<file path="src/rtl/neuron_layer_seq.sv">
// neuron_layer_seq
// Time-multiplexed fully-connected layer: NO neurons over NI fixed-point inputs,
// computed on P physical MAC lanes, G = ceil(NO/P) groups per transaction.
// Each group takes NI MAC cycles plus one write-back cycle.
//
// Ports:
//   clk, rst              clock, synchronous active-high reset
//   in_valid / in_ready   input handshake; only 'inputs' is registered, weights
//                         and bias must be held stable until out_valid
//   inputs   [NI]         activations, QM.QN signed
//   weights  [NO][NI]     weight matrix, row j feeds neuron j, WM.WN signed
//   bias     [NO]         per-neuron bias, QM.QN signed
//   out_valid / out_ready output handshake
//   result   [NO]         saturated layer output, QM.QN signed
//   sat_flag              some neuron saturated during this transaction
//
// Optional feature macro: NEURON_RELU_EN (ReLU on the stored value).
//
// state | meaning
// IDLE  | waiting for in_valid, in_ready=1
// MAC   | lanes accumulate w*x for input index i
// WB    | lanes round/saturate and store their neuron results
// DONE  | out_valid=1, holding results until out_ready
module neuron_layer_seq #(
  parameter int NI = 2,
  parameter int NO = 2,
  parameter int P  = 1,
  parameter int QM = 3,
  parameter int QN = 5,
  parameter int WM = 6,
  parameter int WN = 10
) (
  input  logic                      clk,
  input  logic                      rst,
  input  logic                      in_valid,
  output logic                      in_ready,
  input  logic signed [QM+QN-1:0]   inputs  [NI],
  input  logic signed [WM+WN-1:0]   weights [NO][NI],
  input  logic signed [QM+QN-1:0]   bias    [NO],
  output logic                      out_valid,
  input  logic                      out_ready,
  output logic signed [QM+QN-1:0]   result  [NO],
  output logic                      sat_flag
);

  localparam int D  = QM + QN;
  localparam int WB_W = WM + WN;
  localparam int PW = D + WB_W;
  localparam int AW = PW + $clog2(NI) + 1;
  localparam int G  = (NO + P - 1) / P;
  localparam int GW = (G > 1) ? $clog2(G) : 1;
  localparam int IW = (NI > 1) ? $clog2(NI) : 1;
  localparam int NW = (NO > 1) ? $clog2(NO) : 1;

  localparam logic signed [AW-1:0] MAXV = {{(AW-D+1){1'b0}}, {(D-1){1'b1}}};
  localparam logic signed [AW-1:0] MINV = {{(AW-D+1){1'b1}}, {(D-1){1'b0}}};

  typedef enum logic [1:0] {IDLE, MAC, WB, DONE} state_t;

  state_t state, state_n;

  logic [GW-1:0]          g_q;
  logic [IW-1:0]          i_q;
  logic signed [D-1:0]    x_reg   [NI];
  logic signed [AW-1:0]   acc     [P];

  logic signed [AW-1:0]   acc_n    [P];
  logic signed [D-1:0]    lane_res [P];
  logic                   lane_sat [P];
  logic                   lane_on  [P];
  logic [NW-1:0]          lane_idx [P];
  logic                   any_sat;

  always_ff @(posedge clk) begin
    if (rst) state <= IDLE;
    else     state <= state_n;
  end

  always_comb begin
    state_n   = state;
    in_ready  = 1'b0;
    out_valid = 1'b0;
    case (state)
      IDLE: begin
        in_ready = !rst;
        if (in_valid && !rst) state_n = MAC;
      end
      MAC: begin
        if (i_q == IW'(NI - 1)) state_n = WB;
      end
      WB: begin
        if (g_q == GW'(G - 1)) state_n = DONE;
        else                   state_n = MAC;
      end
      DONE: begin
        out_valid = 1'b1;
        if (out_ready) state_n = IDLE;
      end
      default: state_n = IDLE;
    endcase
  end

  // Per-lane datapath. Lanes past the last neuron (when P does not divide NO)
  // read a clamped row so indexing stays in range, and are masked by lane_on.
  always_comb begin
    any_sat = 1'b0;
    for (int l = 0; l < P; l++) begin
      int                      idx;
      logic signed [WB_W-1:0]  w;
      logic signed [PW-1:0]    prod;
      logic signed [AW-1:0]    sum;
      logic signed [AW-1:0]    shv;
      logic signed [D-1:0]     val;
      logic                    sat;

      idx         = int'(g_q) * P + l;
      lane_on[l]  = (idx < NO);
      lane_idx[l] = NW'((idx < NO) ? idx : NO - 1);

      w      = lane_on[l] ? weights[lane_idx[l]][i_q] : '0;
      prod   = $signed({{(PW-WB_W){w[WB_W-1]}}, w}) *
               $signed({{(PW-D){x_reg[i_q][D-1]}}, x_reg[i_q]});
      acc_n[l] = acc[l] + $signed({{(AW-PW){prod[PW-1]}}, prod});

      // Bias aligned to the product's QN+WN fraction bits, then the sum is
      // dropped back to QN fraction bits with floor rounding.
      sum = acc[l] + ($signed({{(AW-D){bias[lane_idx[l]][D-1]}}, bias[lane_idx[l]]}) <<< WN);
      shv = sum >>> WN;
      sat = 1'b0;
      if (shv > MAXV) begin
        val = MAXV[D-1:0];
        sat = 1'b1;
      end else if (shv < MINV) begin
        val = MINV[D-1:0];
        sat = 1'b1;
      end else begin
        val = shv[D-1:0];
      end
`ifdef NEURON_RELU_EN
      if (val < 0) val = '0;
`endif
      lane_res[l] = val;
      lane_sat[l] = sat && lane_on[l];
      any_sat     = any_sat | lane_sat[l];
    end
  end

  always_ff @(posedge clk) begin
    if (rst) begin
      g_q      <= '0;
      i_q      <= '0;
      sat_flag <= 1'b0;
      for (int k = 0; k < NI; k++) x_reg[k]  <= '0;
      for (int l = 0; l < P; l++)  acc[l]    <= '0;
      for (int n = 0; n < NO; n++) result[n] <= '0;
    end else begin
      case (state)
        IDLE: begin
          if (in_valid) begin
            g_q      <= '0;
            i_q      <= '0;
            sat_flag <= 1'b0;
            for (int k = 0; k < NI; k++) x_reg[k] <= inputs[k];
            for (int l = 0; l < P; l++)  acc[l]   <= '0;
          end
        end
        MAC: begin
          for (int l = 0; l < P; l++) acc[l] <= acc_n[l];
          i_q <= (i_q == IW'(NI - 1)) ? '0 : i_q + 1'b1;
        end
        WB: begin
          for (int l = 0; l < P; l++)
            if (lane_on[l]) result[lane_idx[l]] <= lane_res[l];
          sat_flag <= sat_flag | any_sat;
          if (g_q != GW'(G - 1)) begin
            g_q <= g_q + 1'b1;
            i_q <= '0;
            for (int l = 0; l < P; l++) acc[l] <= '0;
          end
        end
        default: ;
      endcase
    end
  end

endmodule

</file>
<file path="config.mk">
export PLATFORM = sky130hd
export DESIGN_NAME = neuron_layer_seq
export DESIGN_NICKNAME = d
export VERILOG_FILES = /design/src/rtl/neuron_layer_seq.sv
export SDC_FILE = /design/constraint.sdc
export NUM_CORES = 1
export LEC_CHECK = 0
export ABC_CLOCK_PERIOD_IN_PS = 14180
export CAP_MARGIN = 20
export CORE_ASPECT_RATIO = 0.8
export CORE_MARGIN = 4
export CORE_UTILIZATION = 44
export DETAILED_ROUTE_END_ITERATION = 12
export PLACE_DENSITY = 0.7
export SLEW_MARGIN = 15
export SYNTH_ARGS = -nofsm -noshare
export SYNTH_HDL_FRONTEND = slang
export SYNTH_SLANG_ARGS = --single-unit
</file>
<file path="constraint.sdc">
create_clock -name clk -period 14.18 [get_ports clk]
set_input_delay 2.127 -clock clk [delete_from_list [all_inputs] [get_ports clk]]
set_output_delay 2.127 -clock clk [all_outputs]
set_load 0.02 [all_outputs]
</file>
==> flow_summary.toml <==
[global_route]
use_met1_pct = 31.4
track_usage_pct = 22.0
grt_antenna_before_repair = 0
top_usage_layer = "met2"
grt_pass1_vias = 7530
grt_max_degree = 36
grt_pass1_wl_um = 40000
grtUsageMet3_pct = 6.54
grt_use_met2_pct = 32.9
gr-total-overflow = 0

[min_path]
holdPathStages = 2
min_path_type = "register to register"

[layout]
nets = 1371
fillCellCount = 1839
layout-drive-gt1-share_pct = 7.13
antenna_cells = 0
synthToLayoutAreaGrowth_pct = 19.9
fin_area_um2 = 11100
largest_reg_flops = 26

[place]
hpwl_um = 20000
place_area_um2 = 10700
port_buffers = 118
place_congestion = 0.862

[logic_synthesis]
synth_ff_type = "edfxtp_1"
synth-seq-cells = 64
yosys-top-cells-area = "fa_1 30%, edfxtp_1 14%, ha_1 9.9%, inv_1 5.1%, dfxtp_1 4.8%"
synth_cell_type_count = 64
ys_seq_area_share_pct = 18.4
synth-edff-count = 42
ys_warn_count = 0
postSynthAreaPerCell_um2 = 9.69
syn-num-nets = 1263
yosys.area.top_type = "fa_1"
syn_inst = 953
synthesis.area_um2 = 9240
async_reset_ff_share_pct = 0
netlist.area_leader.share_pct = 29.7

[sta]
fmax_mhz = 123
hold_violations = 0
slew_viol_final = 0
grt_setup_unrepaired = "no"
fin_crit_ps = 8120
min_period_over_period_pct = 57.2
final-setup-viol-count = 0
fin_tns_setup_ps = 0
fin_skew_ps = 7.21
relSlewSlack_pct = 40.4
worst_slew_pin_slew_ps = 892

[power]
comb_power_share_pct = 78.0
power.share.sequential_pct = 11.0
internal_power_uw = 1300
switching_share_pct = 48.9
switchingPower_uw = 1240
clockPowerShare_pct = 11.1
vdd_drop_max_v = 0.000154
p_leak_uw = 0.00497
p_per_area_nw_per_um2 = 229

[clock_network]
clockRootBuffer = "clkbuf_16"
ctsLongestPathBuffers = 2
numCtsBuffers = 9
clock-sinks = 64
cts_hold_buf = 0
clk_pin_slew_ps = 60
clk_latency_ps = 350
cts_tree = "done"
post_cts_buffers = 0
ctsResizeCount = 0
h-tree-depth = 3

[flow_run]
drv_cap = 0

[die]
core_area_um2 = 20600
ioPinCount = 119
die_area_um2 = 23400
fp.dieH_um = 138
start_util_pct = 44.7
placementRows = 47
die_w_um = 170

[detailed_routing]
vias = 7237
wirelength_um = 24400
firstDrtPassIters = 7
vias_per_cell = 5.42
detail_route.wl_per_cell_um = 18.3
drc = 0
drtAntennaViolNets = 0
drt_iter0_drc = 621

[critical_path]
arrival_ps = 8290
crit_type = "input port to register"
reg2reg_depth = 20
end_kind = "register"
cp_max_fo = 5
critPathLaunchType = "input port"
worst-endpoint-required_ps = 14360

[status]
outcome = "completed"
## stage by stage
step                      utilization [%]  power [uW]  setup WS, ps  hold slack [ps]  cells
after floorplan                         -        1790          6600              533    953
after detailed placement             51.9        2230          5730              447   1319
after global placement               51.9        2200          5880              440   1319
after global routing                 53.7        2840          5650              496   1335
after CTS                            53.7        2540          6080              460   1335
final                                53.7        2540          6060              458   1335
## kinds of logic after synthesis
family / count (synthesis) / synth area share, %
muxes: 51 / 6.27
adders and majority gates: 210 / 39.6
and+or+nand+nor: 293 / 15.6
xor gates and xnor gates: 29 / 2.75
DFF: 64 / 18.4
buffers and inverters: 159 / 6.58
AOI/OAI and AO/OA: 147 / 10.8
## routing by layer
metal / part of all wire [%] / wire length (um) / vias up
met3: 9.2 / 2250 / 38
met2: 43 / 10400 / 292
met5: 0 / 0 / -
li1: - / - / 3401
met4: 2.0 / 495 / 0
met1: 46 / 11200 / 3506
## critical path, cell delays in order
cell and delay [ps]:
clkdlybuf4s50_1 390, mux2_2 270, o21ai_0 490, nor2_1 150, fa_1 470, fa_1 550, inv_1 50, fa_1 490
inv_1 60, fa_1 440, fa_1 470, ha_1 380, o21ai_0 210, nor2_1 90, o41a_1 380, a211oi_1 470
nor4b_1 170, o31a_1 320, o21a_1 170, nor3_1 150
## cells in the final DEF (no fill, tap or decap), types with 20 or more instances in the layout
master and count:
fa_1 137, clkdlybuf4s50_1 118, a21oi_1 24, and3_1 20, edfxtp_1 42, mux2i_1 23, nor2_1 113, a211oi_1 22
nand2_1 65, mux2_2 25, o21ai_0 26, ha_1 73, inv_1 126, dfxtp_1 21
## power by group through the flow
stage,sequential (uW),combinational [uW],clock [uW]
floorplan,263,1520,0
global placement,281,1920,0
detailed placement,282,1950,0
CTS,278,1980,287
global route,281,2260,295
finish,279,1980,281
## area by class of cell
| cell class | count | area, um^2 | area share (%) |
|---|---|---|---|
| Clock inverter | 7 | 141 | 1.28 |
| Tap cell | 269 | 337 | 3.04 |
| Inverter | 126 | 473 | 4.27 |
| Timing Repair Buffer | 130 | 1270 | 11.5 |
| Sequential cell | 64 | 1700 | 15.4 |
| Clock buffer | 9 | 225 | 2.03 |
| Multi-Input combinational cell | 730 | 6930 | 62.5 |
## synth_stat cells, types with 17 or more instances
cell type and instances:
clkbuf_1 25, a211oi_1 22, a21oi_1 24, mux2_2 25, fa_1 137, nand2b_1 17, nor2_1 113, o21ai_0 26
ha_1 73, nand2_1 65, mux2i_1 23, dfxtp_1 22, inv_1 126, edfxtp_1 42, and2_1 17, and3_1 20
## worst paths after layout
| path | start | end | slack, ps |
|---|---|---|---|
| max | weights[49] | acc[0][22]$_SDFFCE_PP0P_ | 6060 |
| min | sat_flag$_SDFFE_PP0P_ | sat_flag$_SDFFE_PP0P_ | 460 |
| min reg2reg | sat_flag$_SDFFE_PP0P_ | sat_flag$_SDFFE_PP0P_ | 460 |
| max reg2reg | g_q$_SDFFE_PP0P_ | acc[0][22]$_SDFFCE_PP0P_ | 7000 |
Power figures use the tool's default switching activity.
